### config.mk
export PLATFORM = sky130hd
export DESIGN_NAME = uart_rx_param
export DESIGN_NICKNAME = d
export VERILOG_FILES = /design/src/rtl/uart_pkg.sv /design/src/rtl/uart_rx_sync.sv /design/src/rtl/uart_rx_param.sv
export SDC_FILE = /design/constraint.sdc
export NUM_CORES = 1
export LEC_CHECK = 0
export ABC_CLOCK_PERIOD_IN_PS = 2500
export BUFFER_PORTS_ARGS = -buffer_cell sky130_fd_sc_hd__clkbuf_2
export CORE_UTILIZATION = 58
export DETAILED_ROUTE_END_ITERATION = 16
export HOLD_SLACK_MARGIN = 0.06
export PLACE_DENSITY_LB_ADDON = 0.3
export SYNTH_ARGS = -nofsm -noshare
export SYNTH_HDL_FRONTEND = slang
export SYNTH_SLANG_ARGS = --single-unit
### constraint.sdc
create_clock -name clk -period 2.5 [get_ports clk]
set_clock_uncertainty 0.15 [all_clocks]
set_input_delay 0.625 -clock clk [delete_from_list [all_inputs] [get_ports clk]]
set_output_delay 0.625 -clock clk [all_outputs]
set_load 0.01 [all_outputs]
### src/rtl/uart_pkg.sv
// rtl/uart_pkg.sv - shared types and constants for the UART receive path
//
// Contents:
//   rx_state_e            FSM state encoding for uart_rx_param
//   PARITY_NONE/EVEN/ODD  values accepted by the PARITY_MODE parameter
//   DEFAULT_CLKS_PER_BIT  default oversample ratio
//   maj3()                2-of-3 vote used when UART_RX_MAJORITY_EN is defined

package uart_pkg;

    typedef enum logic [2:0] {
        ST_IDLE   = 3'd0,
        ST_START  = 3'd1,
        ST_DATA   = 3'd2,
        ST_PARITY = 3'd3,
        ST_STOP   = 3'd4,
        ST_BREAK  = 3'd5
    } rx_state_e;

    localparam int PARITY_NONE = 0;
    localparam int PARITY_EVEN = 1;
    localparam int PARITY_ODD  = 2;

    localparam int DEFAULT_CLKS_PER_BIT = 16;

    function automatic logic maj3(input logic a, input logic b, input logic c);
        return (a & b) | (a & c) | (b & c);
    endfunction

endpackage

### src/rtl/uart_rx_sync.sv
// rtl/uart_rx_sync.sv - 2-flop synchroniser with falling-edge detect
//
// Ports:
//   clk    in   system clock, rising edge
//   rst_n  in   asynchronous active-low reset
//   d      in   asynchronous input (idle high)
//   q      out  synchronised level
//   fall   out  high for one cycle after q goes 1 -> 0

module uart_rx_sync (
    input  logic clk,
    input  logic rst_n,
    input  logic d,
    output logic q,
    output logic fall
);

    logic meta_q;
    logic sync_q;
    logic prev_q;

    // Flops reset to the idle-high level so leaving reset never fakes an edge.
    always_ff @(posedge clk or negedge rst_n) begin
        if (!rst_n) begin
            meta_q <= 1'b1;
            sync_q <= 1'b1;
            prev_q <= 1'b1;
        end else begin
            meta_q <= d;
            sync_q <= meta_q;
            prev_q <= sync_q;
        end
    end

    assign q    = sync_q;
    assign fall = prev_q & ~sync_q;

endmodule

### src/rtl/uart_rx_param.sv
// rtl/uart_rx_param.sv - parametrised UART receiver (data width, oversample, parity, stop bits)
//
// Optional feature macro: UART_RX_MAJORITY_EN (2-of-3 vote around mid-bit, +1 cycle latency)
//
// Ports:
//   clk         in   system clock, rising edge
//   rst_n       in   asynchronous active-low reset
//   en          in   receiver enable; 0 forces idle and ignores the line
//   data_in     in   asynchronous serial line, idle high
//   busy        out  high from start-bit detect until return to idle
//   done        out  one-cycle strobe: frame complete
//   error       out  parity_err | frame_err, valid with done
//   parity_err  out  parity mismatch, valid with done
//   frame_err   out  a stop bit was sampled low, valid with done
//   data_out    out  received word (LSB first on the wire), held until next done

module uart_rx_param
    import uart_pkg::*;
#(
    parameter int DATA_BITS    = 8,
    parameter int CLKS_PER_BIT = DEFAULT_CLKS_PER_BIT,
    parameter int PARITY_MODE  = PARITY_NONE,
    parameter int STOP_BITS    = 1
) (
    input  logic                 clk,
    input  logic                 rst_n,
    input  logic                 en,
    input  logic                 data_in,
    output logic                 busy,
    output logic                 done,
    output logic                 error,
    output logic                 parity_err,
    output logic                 frame_err,
    output logic [DATA_BITS-1:0] data_out
);

    localparam int CW = $clog2(CLKS_PER_BIT);
    localparam int BW = $clog2(DATA_BITS + 1);

    localparam logic [CW-1:0] LAST_CNT = CW'(CLKS_PER_BIT - 1);
`ifdef UART_RX_MAJORITY_EN
    // The vote needs the sample after mid, so every decision moves one cycle later.
    localparam logic [CW-1:0] HALF_CNT = CW'(CLKS_PER_BIT / 2);
`else
    localparam logic [CW-1:0] HALF_CNT = CW'(CLKS_PER_BIT / 2 - 1);
`endif
    localparam logic [BW-1:0] LAST_DATA = BW'(DATA_BITS - 1);
    localparam logic [BW-1:0] N_STOP    = BW'(STOP_BITS);
    localparam logic          PAR_EXP   = (PARITY_MODE == PARITY_ODD);

    logic rx_s;
    logic rx_fall;
    logic sample_bit;

    uart_rx_sync u_sync (
        .clk   (clk),
        .rst_n (rst_n),
        .d     (data_in),
        .q     (rx_s),
        .fall  (rx_fall)
    );

`ifdef UART_RX_MAJORITY_EN
    // hist_q[0] / hist_q[1] hold rx_s from one / two cycles back, giving
    // mid-1, mid and mid+1 when combined with the current rx_s.
    logic [1:0] hist_q;

    always_ff @(posedge clk or negedge rst_n) begin
        if (!rst_n) begin
            hist_q <= 2'b11;
        end else begin
            hist_q <= {hist_q[0], rx_s};
        end
    end

    assign sample_bit = maj3(hist_q[1], hist_q[0], rx_s);
`else
    assign sample_bit = rx_s;
`endif

    rx_state_e            state_q;
    logic [CW-1:0]        cnt_q;
    logic [BW-1:0]        bit_q;
    logic [DATA_BITS-1:0] shift_q;
    logic                 par_q;
    logic                 perr_acc_q;
    logic                 ferr_acc_q;
    logic                 busy_q;
    logic                 done_q;
    logic                 error_q;
    logic                 parity_err_q;
    logic                 frame_err_q;
    logic [DATA_BITS-1:0] data_q;

    always_ff @(posedge clk or negedge rst_n) begin
        if (!rst_n) begin
            state_q      <= ST_IDLE;
            cnt_q        <= '0;
            bit_q        <= '0;
            shift_q      <= '0;
            par_q        <= 1'b0;
            perr_acc_q   <= 1'b0;
            ferr_acc_q   <= 1'b0;
            busy_q       <= 1'b0;
            done_q       <= 1'b0;
            error_q      <= 1'b0;
            parity_err_q <= 1'b0;
            frame_err_q  <= 1'b0;
            data_q       <= '0;
        end else begin
            // Result flags are single-cycle pulses.
            done_q       <= 1'b0;
            error_q      <= 1'b0;
            parity_err_q <= 1'b0;
            frame_err_q  <= 1'b0;

            if (!en) begin
                state_q <= ST_IDLE;
                busy_q  <= 1'b0;
                cnt_q   <= '0;
                bit_q   <= '0;
            end else begin
                case (state_q)
                    ST_IDLE: begin
                        if (rx_fall) begin
                            state_q <= ST_START;
                            cnt_q   <= '0;
                            busy_q  <= 1'b1;
                        end
                    end

                    ST_START: begin
                        if (cnt_q == HALF_CNT) begin
                            cnt_q <= '0;
                            if (sample_bit) begin
                                // Line back high at mid start bit: glitch, not a frame.
                                state_q <= ST_IDLE;
                                busy_q  <= 1'b0;
                            end else begin
                                state_q    <= ST_DATA;
                                bit_q      <= '0;
                                par_q      <= 1'b0;
                                perr_acc_q <= 1'b0;
                                ferr_acc_q <= 1'b0;
                            end
                        end else begin
                            cnt_q <= cnt_q + CW'(1);
                        end
                    end

                    ST_DATA: begin
                        if (cnt_q == LAST_CNT) begin
                            cnt_q   <= '0;
                            // LSB arrives first and ends up in bit 0 after the last shift.
                            shift_q <= {sample_bit, shift_q[DATA_BITS-1:1]};
                            par_q   <= par_q ^ sample_bit;
                            if (bit_q == LAST_DATA) begin
                                bit_q   <= '0;
                                state_q <= (PARITY_MODE != PARITY_NONE) ? ST_PARITY : ST_STOP;
                            end else begin
                                bit_q <= bit_q + BW'(1);
                            end
                        end else begin
                            cnt_q <= cnt_q + CW'(1);
                        end
                    end

                    ST_PARITY: begin
                        if (cnt_q == LAST_CNT) begin
                            cnt_q      <= '0;
                            perr_acc_q <= (par_q ^ sample_bit) != PAR_EXP;
                            state_q    <= ST_STOP;
                        end else begin
                            cnt_q <= cnt_q + CW'(1);
                        end
                    end

                    ST_STOP: begin
                        // bit_q counts stop samples taken; once all are in, the
                        // following cycle publishes the frame.
                        if (bit_q == N_STOP) begin
                            bit_q        <= '0;
                            busy_q       <= 1'b0;
                            done_q       <= 1'b1;
                            data_q       <= shift_q;
                            parity_err_q <= perr_acc_q;
                            frame_err_q  <= ferr_acc_q;
                            error_q      <= perr_acc_q | ferr_acc_q;
                            // All-zero word with a low stop bit is a line break.
                            state_q      <= (ferr_acc_q && shift_q == '0) ? ST_BREAK : ST_IDLE;
                        end else if (cnt_q == LAST_CNT) begin
                            cnt_q <= '0;
                            bit_q <= bit_q + BW'(1);
                            if (!sample_bit) begin
                                ferr_acc_q <= 1'b1;
                            end
                        end else begin
                            cnt_q <= cnt_q + CW'(1);
                        end
                    end

                    ST_BREAK: begin
                        // Re-arm only once the line has returned high.
                        if (rx_s) begin
                            state_q <= ST_IDLE;
                        end
                    end

                    default: begin
                        state_q <= ST_IDLE;
                        busy_q  <= 1'b0;
                    end
                endcase
            end
        end
    end

    assign busy       = busy_q;
    assign done       = done_q;
    assign error      = error_q;
    assign parity_err = parity_err_q;
    assign frame_err  = frame_err_q;
    assign data_out   = data_q;

endmodule

* Yosys cells after proc, flatten, opt, wreduce, memory -nomap -nowiden
Cells that the tools add are included. Widths: inputs -> output; s select.
Operators by class: add/subtract/negate cells 2, mux-type cells 52, bitwise gates (word level) 4, equality and inequality tests 30, reduce and logical (&&, ||, !) cells 17
Operators with widths (number):
- $mux 4 | 12
- $mux 3 | 9
- $ne 3x3->1 const B | 8
- $mux 1 | 23
- $reduce_and 5->1 | 4
- $pmux 3 s6 | 1
- $ne 2x2->1 const B | 8
- $pmux 4 s4 | 1
- $reduce_and 7->1 | 2
- $pmux 4 s3 | 1
- $reduce_and 3->1 | 3
- $add 4x1->4 const B | 2
- $eq 4x3->1 const B | 2
- $logic_not 8->1 | 1
- $eq 3x2->1 const B | 2
- $eq 3x3->1 const B | 2
- $ne 3x2->1 const B | 2
- $pmux 1 s2 | 3
- $reduce_bool 2->1 | 3
- $ne 5x2->1 const B | 1
- $eq 4x1->1 const B | 1
- $eq 4x4->1 const B | 1
- $ne 4x1->1 const B | 1
- $ne 4x4->1 const B | 1
- 11 further kinds | 11
Word-level totals: output and inout port bits 13, flip-flop bits (word level) 38, input port bits 4, word-level logic and storage cells 121

* Depth between registers and ports, before layout
Gate-level depths: netlist of the first run.
word-level depth 6, gate-level depth with buffers 7, depth with buffers taken out 7

* Cells and area by module
From an unflattened synthesis of the first run, not the netlist that was laid out.
Second synthesis, totals: cells, all modules 189, area total of the unflattened synthesis 1986.9 sq um
Modules (own cells, without submodules):
- uart_rx_param | cells an instance 185, sequential area each 875.8 sq um, area each 1894.3 sq um, times used 1
- uart_rx_sync | cells an instance 4, sequential area each 78.8 sq um, area each 92.6 sq um, times used 1

* Least setup slack after synthesis of the first run
OpenSTA, ideal clock, no wires.
kind reg-to-reg, start point register bit_q[1], end point register bit_q[3], data required time 2.226 ns, stages on the path, launching flop included 8, setup slack 0.541 ns, library setup time 0.124 ns, path buffers 0, arrival time 1.685 ns, clock period less this slack 1.959 ns, cell sequence dfrtp_1 > inv_1 > ha_1 > or3b_4 > a21oi_4 > o31ai_2 > a21o_1 > a211o_1
Between the ends: longest elaborated chain between the ends 5, elaborated cells between the ends (all ways) 11, classes of those cells add/sub (1); eq/ne (3); mux (6); reduce/logical (1)
Ends and longest elaborated chain:
- from (decl) | RTL line uart_rx_param.sv:83 | logic [BW-1:0] bit_q;
- from (signal assigned) | RTL line uart_rx_param.sv:161 | bit_q <= bit_q + BW'(1);
- from (signal assigned) | RTL line uart_rx_param.sv:193 | bit_q <= bit_q + BW'(1);
- $add 4x1->4 / $eq 4x3->1 (equally long branches) | RTL line uart_rx_param.sv:161, uart_rx_param.sv:193, uart_rx_param.sv:157
- $mux 4 (on tied branches) | RTL line uart_rx_param.sv:191, uart_rx_param.sv:157
- $mux 4 (on tied branches) | RTL line uart_rx_param.sv:181, uart_rx_param.sv:152
- $pmux 4 s3 | RTL line uart_rx_param.sv:123 | case (state_q)
- $mux 4 | RTL line uart_rx_param.sv:117 | if (!en) begin
Parallel ways exist; a longest one is shown, timed or not. The select of a mux whose other input is x is not followed. A chain may end at the register's enable or synchronous reset.

* Worst setup path in the final report of the first run
start point register cnt_q[0], end point register bit_q[3]
Between the ends: longest elaborated chain between the ends 3, elaborated cells between the ends (all ways) 6, classes of those cells eq/ne (5); reduce/logical (1)
Ends and longest elaborated chain:
- from (decl) | RTL line uart_rx_param.sv:82 | logic [CW-1:0] cnt_q;
- from (signal assigned) | RTL line uart_rx_param.sv:147 | cnt_q <= cnt_q + CW'(1);
- from (signal assigned) | RTL line uart_rx_param.sv:164 | cnt_q <= cnt_q + CW'(1);
- from (signal assigned) | RTL line uart_rx_param.sv:174 | cnt_q <= cnt_q + CW'(1);
- $eq 4x4->1 / $eq 4x3->1 (equally long branches) | RTL line uart_rx_param.sv:152, uart_rx_param.sv:191, uart_rx_param.sv:133
- $ne 4x4->1 (no source line) / $ne 3x3->1 (equally long branches)
- $reduce_and 5->1 (no source line) *
Mark *: on every way between the ends. The rest lies on a longest branch, timed or not.

==> impl_metrics.toml, run 1 <==
[setup_path]
worstPathCellList = "ha_1 > and3b_1 > or3_1 > o31ai_2 > nor4b_1 > a211o_1"
crit_fanout = 5
slowest_stage = "or3_1"
critPathRequiredTime_ps = 2590
critPathKind = "flop to flop"
cpPeakStageDelay_ps = 450
cp_num_buf_inv = 0
critical-path-top-delay-family = "simple AND/OR/NAND/NOR gates"
end_kind = "flop"
start_kind = "flop"
arrival_ps = 2250

[power_and_ir_drop]
p_total_mw = 1.30
ir_worst_vdd_mv = 0.508
leakagePower_nw = 1.06
cellPowerDensity_nw_per_um2 = 598

[logic_synthesis]
synth_ff_type = "dfrtp_1"
synthTopCellsByCount = "35 x dfrtp_1, 16 x nor2_1, 15 x nand2_1"
synthCells = 189
yosys.cell_count.top_type = "dfrtp_1"
ys_seq_area_share_pct = 49.4
synth_top_area_cell = "dfrtp_1"
synthArstFlopShare_pct = 100
synth_cell_types = 44
syn-num-nets = 196
syn_area_per_cell_um2 = 10.2
syn-cell-area_um2 = 1930
synth_top_area_share_pct = 45.3
yosys_warnings = 0
synth-edff-count = 0
ys_seq_elements = 38
synthTopCellsByArea = "dfrtp_1 45%, mux2_2 5.8%, dfstp_2 4.1%"

[clock_tree]
cts_setup_buffers = 0
cts_buffer_depth = 2
clk_pin_slew_ps = 120
cts_resized = 0
cts.sinks = 38
ctsHtreeMaxLevel = 2
cts_tree = "yes"
cts_buffers = 5
ctsHoldBuffers = 1
clk_latency_ps = 340
cts_root_buf = "clkbuf_4"

[finish]
fillers = 244
utilization_pct = 70.1
multi_input_comb_area_um2 = 913
final_area_um2 = 2180
drive_above_1_share_pct = 21.4
area_delta_synth_final_pct = 12.6
regArea_um2 = 955
n_antenna_cell = 0
nets = 216

[sta]
hold_viol_final = 0
rsz0062_at_grt = "no"
tightest_slew_ps = 545
final-setup-viol-count = 0
fin_setup_tns_ps = 0
max_freq_mhz = 463
fin_crit_ps = 2160
whs_ps = 197
relSlewSlack_pct = 63.7
fin_crit_sh_pct = 86.3
drv_slew = 0

[detailed_routing]
drc = 0
drt_pass1_iterations = 7
wl_per_cell_um = 14.8
vias = 1509
vias_per_cell = 5.94
antenna_left = 0
drt-initial-drc-count = 112
wirelength_mm = 3.76

[placed_design]
port_buffers = 16
place_area_um2 = 2060
hpwl_mm = 2.80
gp_congestion = 0.917

[hold_path]
min-delay-path-class = "input pin to flop"

[floorplan]
die_w_um = 59.7
fp-row-count = 20
initial_core_util_pct = 62.3
die_area_um2 = 3570
die_h_um = 59.7
core_area_um2 = 3100
io_pins = 17

[global_route]
antenna_found_initial = 0
grt_pass1_vias = 1367
grt-ovfl-total = 0
grt_max_degree = 20
grtUsageTotal_pct = 23.9
grt_pass1_wl_mm = 6.29

[run]
max_cap_violations = 0

[status]
status = "finished, final reports clean"
-- registers in the layout, indices dropped and copies added, names as in the netlist, 3 cells and up --
register and cells:
bit_q 4, state_q 3, shift_q 8, data_out 8
cnt_q 4
-- path summary, 6_finish.rpt --
path | slack, ps | startpoint | to | cells past startpoint
min | 200 | data_in | u_sync.meta_q | 1
min in group asynchronous | 530 | rst_n | state_q[0] | 2
max | 340 | cnt_q[0] | bit_q[3] | 6
max in group asynchronous | 1120 | rst_n | u_sync.prev_q | 3
max reg2reg | 340 | cnt_q[0] | bit_q[3] | 6
min reg2reg | 220 | u_sync.meta_q | u_sync.q | 0
-- power breakdown --
group,switching [mW],leakage [nW],internal [mW],total [mW]
Combinational,0.0820,0.493,0.0447,0.127
Clock,0.209,0.0554,0.313,0.522
Sequential,0.0241,0.513,0.628,0.652
-- kinds of logic (layout without fill, tap and decap cells) --
group / Yosys count / after routing / share of synthesized area (%)
adder cells (fa/ha/maj): 3 / 3 / 1.94
XOR/XNOR: 1 / 1 / 0.453
AO/OA/AOI/OAI: 40 / 40 / 14.6
flip-flops: 38 / 38 / 49.4
multiplexers: 17 / 17 / 9.84
AND/OR/NAND/NOR: 74 / 74 / 20.4
buffers and inverters: 16 / 37 / 3.37
-- cell usage in the layout, fill, tap and decap left out, types with 4 or more instances in the layout --
| cell | count |
|---|---|
| nand3_1 | 9 |
| o21ai_0 | 8 |
| nand2b_1 | 6 |
| clkbuf_2 | 16 |
| nand2_1 | 15 |
| nor4_1 | 4 |
| nor2b_1 | 4 |
| nor2_1 | 16 |
| mux2_1 | 6 |
| a21oi_1 | 5 |
| mux2_2 | 10 |
| dfrtp_1 | 35 |
| inv_1 | 9 |
| clkbuf_4 | 5 |
| nor3b_1 | 4 |
-- area by class of cell --
| class | count | share of cell area [%] |
|---|---|---|
| Multi-Input combinational cell | 135 | 42.0 |
| Timing Repair Buffer | 20 | 5.18 |
| Inverter | 9 | 1.55 |
| Sequential cell | 38 | 43.9 |
| Clock buffer | 5 | 1.73 |
| Tap cell | 44 | 2.53 |
| Clock inverter | 3 | 3.16 |
-- per-layer routing --
metal	GRT usage (%)	up-vias	routed length [um]
li1	-	721	-
met1	34.5	708	1680
met2	35.7	71	1740
met3	6.93	9	285
met4	5.32	0	48
met5	0	-	0
-- through the flow --
step	setup slack (ps)	std cells
after floorplan	541	189
after global placement	363	245
after detailed placement	277	245
after CTS	349	254
after global routing	227	254
final	341	254
-- worst reg2reg max path: stages (launching register included) --
cell and delay [ps]:
dfrtp_1 430, ha_1 260, and3b_1 220, or3_1 450
o31ai_2 160, nor4b_1 120, a211o_1 280
Power figures use the tool's default switching activity.
==> inputs of run 2 (changes only) <==
--- a/config.mk
+++ b/config.mk
@@ -5,7 +5,7 @@
 export SDC_FILE = /design/constraint.sdc
 export NUM_CORES = 1
 export LEC_CHECK = 0
-export ABC_CLOCK_PERIOD_IN_PS = 2500
+export ABC_CLOCK_PERIOD_IN_PS = 2150
 export BUFFER_PORTS_ARGS = -buffer_cell sky130_fd_sc_hd__clkbuf_2
 export CORE_UTILIZATION = 58
 export DETAILED_ROUTE_END_ITERATION = 16
==> constraint.sdc (replaced) <==
create_clock -name clk -period 2.15 [get_ports clk]
set_clock_uncertainty 0.15 [all_clocks]
set_input_delay 0.5375 -clock clk [delete_from_list [all_inputs] [get_ports clk]]
set_output_delay 0.5375 -clock clk [all_outputs]
set_load 0.01 [all_outputs]
==> run 2 against run 1 <==
- wire length increased by 15%
- clock-buffer cell count grew 1
- sequential cell count did not move
- worst setup slack worse by 310 ps
- cell area grew 3.5%
- sequential share of layout area decreased by 1.3 points
- global-route usage increased by 2.1 points
- via count increased by 6.9%
- core utilization is 2.5 points higher
- fmax rose by 2.0%
- critical path type unchanged
- largest power group unchanged
==> impl_metrics.toml, run 2 (same netlist as run 1, synthesis figures left out) <==
[power_and_ir_drop]
ir_worst_vdd_mv = 0.436
comb_power_share_pct = 11.1
p_sw_share_pct = 24.1
leakagePower_nw = 1.09
power_frac_seq_pct = 48.6
p_sw_mw = 0.377
internal_power_mw = 1.19
cellPowerDensity_nw_per_um2 = 695
clkPwrFrac_pct = 40.3

[run]
max_cap_violations = 0

[detailed_routing]
vias_per_cell = 6.20
wirelength_mm = 4.31
wl_per_cell_um = 16.6
vias = 1613
antenna_left = 0
drt-initial-drc-count = 112
drc = 0
drt_pass1_iterations = 5

[finish]
layout_common_cells = "32 x dfrtp_1, 16 x nor2_1, 16 x clkbuf_2, 15 x nand2_1"
drive_above_1_share_pct = 27.8
nets = 222
area_delta_synth_final_pct = 16.5
n_antenna_cell = 0
stdcell_count = 260
mostFrequentLayoutCell = "dfrtp_1"

[sta]
relSlewSlack_pct = 64.2
tightest_slew_ps = 532
final-setup-viol-count = 0
hold_viol_final = 0
max_freq_mhz = 472
rsz0062_at_grt = "yes"
drv_slew = 0
whs_ps = 66.3
fin_crit_sh_pct = 98.5
fin_crit_ps = 2120

[hold_path]
min-delay-path-class = "input pin to asynchronous set/reset pin"

[global_route]
grt-ovfl-total = 0
antenna_found_initial = 0
grt_max_degree = 39
grt_pass1_vias = 1486
grt_pass1_wl_mm = 6.76
grtUsageTotal_pct = 25.9

[floorplan]
die_w_um = 59.7
fp-row-count = 20
die_area_um2 = 3570
die_h_um = 59.7
core_area_um2 = 3100
initial_core_util_pct = 62.3
io_pins = 17

[clock_tree]
ctsHtreeMaxLevel = 2
cts_buffers = 5
cts_root_buf = "clkbuf_4"
cts_buffer_depth = 2
clk_latency_ps = 350
clk_pin_slew_ps = 120
cts.sinks = 38
cts_tree = "yes"

[placed_design]
numPlacedInstances = 251
port_buffers = 16
gp_congestion = 0.946
hpwl_mm = 3.02

[setup_path]
critPathRequiredTime_ps = 2240
worstSetupStartpoint = "bit_q[0]"
worstReg2RegStart = "bit_q[0]"
end_kind = "flop"
crit_fanout = 5
start_kind = "flop"
critPathKind = "flop to flop"
arrival_ps = 2210

[status]
status = "finished, final reports clean"
## run 2: metal layers
metal	share of wire [%]	track usage [%]
met2	47	42.1
met3	7.3	6.49
met5	0	0
met4	4.4	10.6
met1	41	33.2
## run 2: metrics by stage
stage | utilization [%] | instance area [um2] | worst slack, ps | total power [mW] | TNS (ps)
finish | 72.6 | 2250 | 33.1 | 1.57 | 0
global route | 72.6 | 2250 | -26.4 | 1.60 | -177
CTS | 71.4 | 2220 | 5.81 | 1.55 | 0
detailed placement | 67.8 | 2100 | 24.3 | 0.926 | 0
global placement | 67.8 | 2100 | 132 | 0.919 | 0
floorplan | - | 1930 | 191 | 0.865 | 0
## run 2: final timing paths
kind | depth (start not counted) | slack, ps | end
hold reg to reg | 0 | 210 | u_sync.q
max in group asynchronous | 2 | 1430 | u_sync.prev_q
setup reg to reg | 6 | 30 | bit_q[3]
min in group clk | 1 | 120 | u_sync.meta_q
hold / removal | 2 | 70 | bit_q[0]
setup / recovery | 6 | 30 | bit_q[3]
## run 2: layout make-up
type / instances / area, um2
inverters: 9 / 33.8
flip-flops and latches: 38 / 958
repair buffers: 26 / 155
clock buffers: 6 / 51.3
fillers: 232 / 851
clock inverters: 2 / 60.1
well taps: 44 / 55.1
multi-input cells: 135 / 938
## run 2: worst max-delay path, stage by stage, from the launching register on
cell	delay [ps]
dfrtp_1	440
ha_1	180
or3b_4	420
a21oi_4	150
o31ai_2	130
a21o_1	250
a211o_1	300
## run 2: power by group through the flow
stage	clock [mW]	combinational (mW)	sequential, mW
2_1_floorplan	0	0.108	0.757
3_3_place_gp	0	0.150	0.769
3_5_place_dp	0	0.155	0.771
4_1_cts	0.638	0.158	0.757
5_1_grt	0.655	0.187	0.763
6_report	0.631	0.174	0.761
## run 2: repair_timing
action                                 4_1_cts  5_1_grt
setup endpoints to repair                    0       16
endpoints found under the hold margin        0        0
resized for setup                            0        8
hold buffers                                 0        0
buffers inserted                             0        1
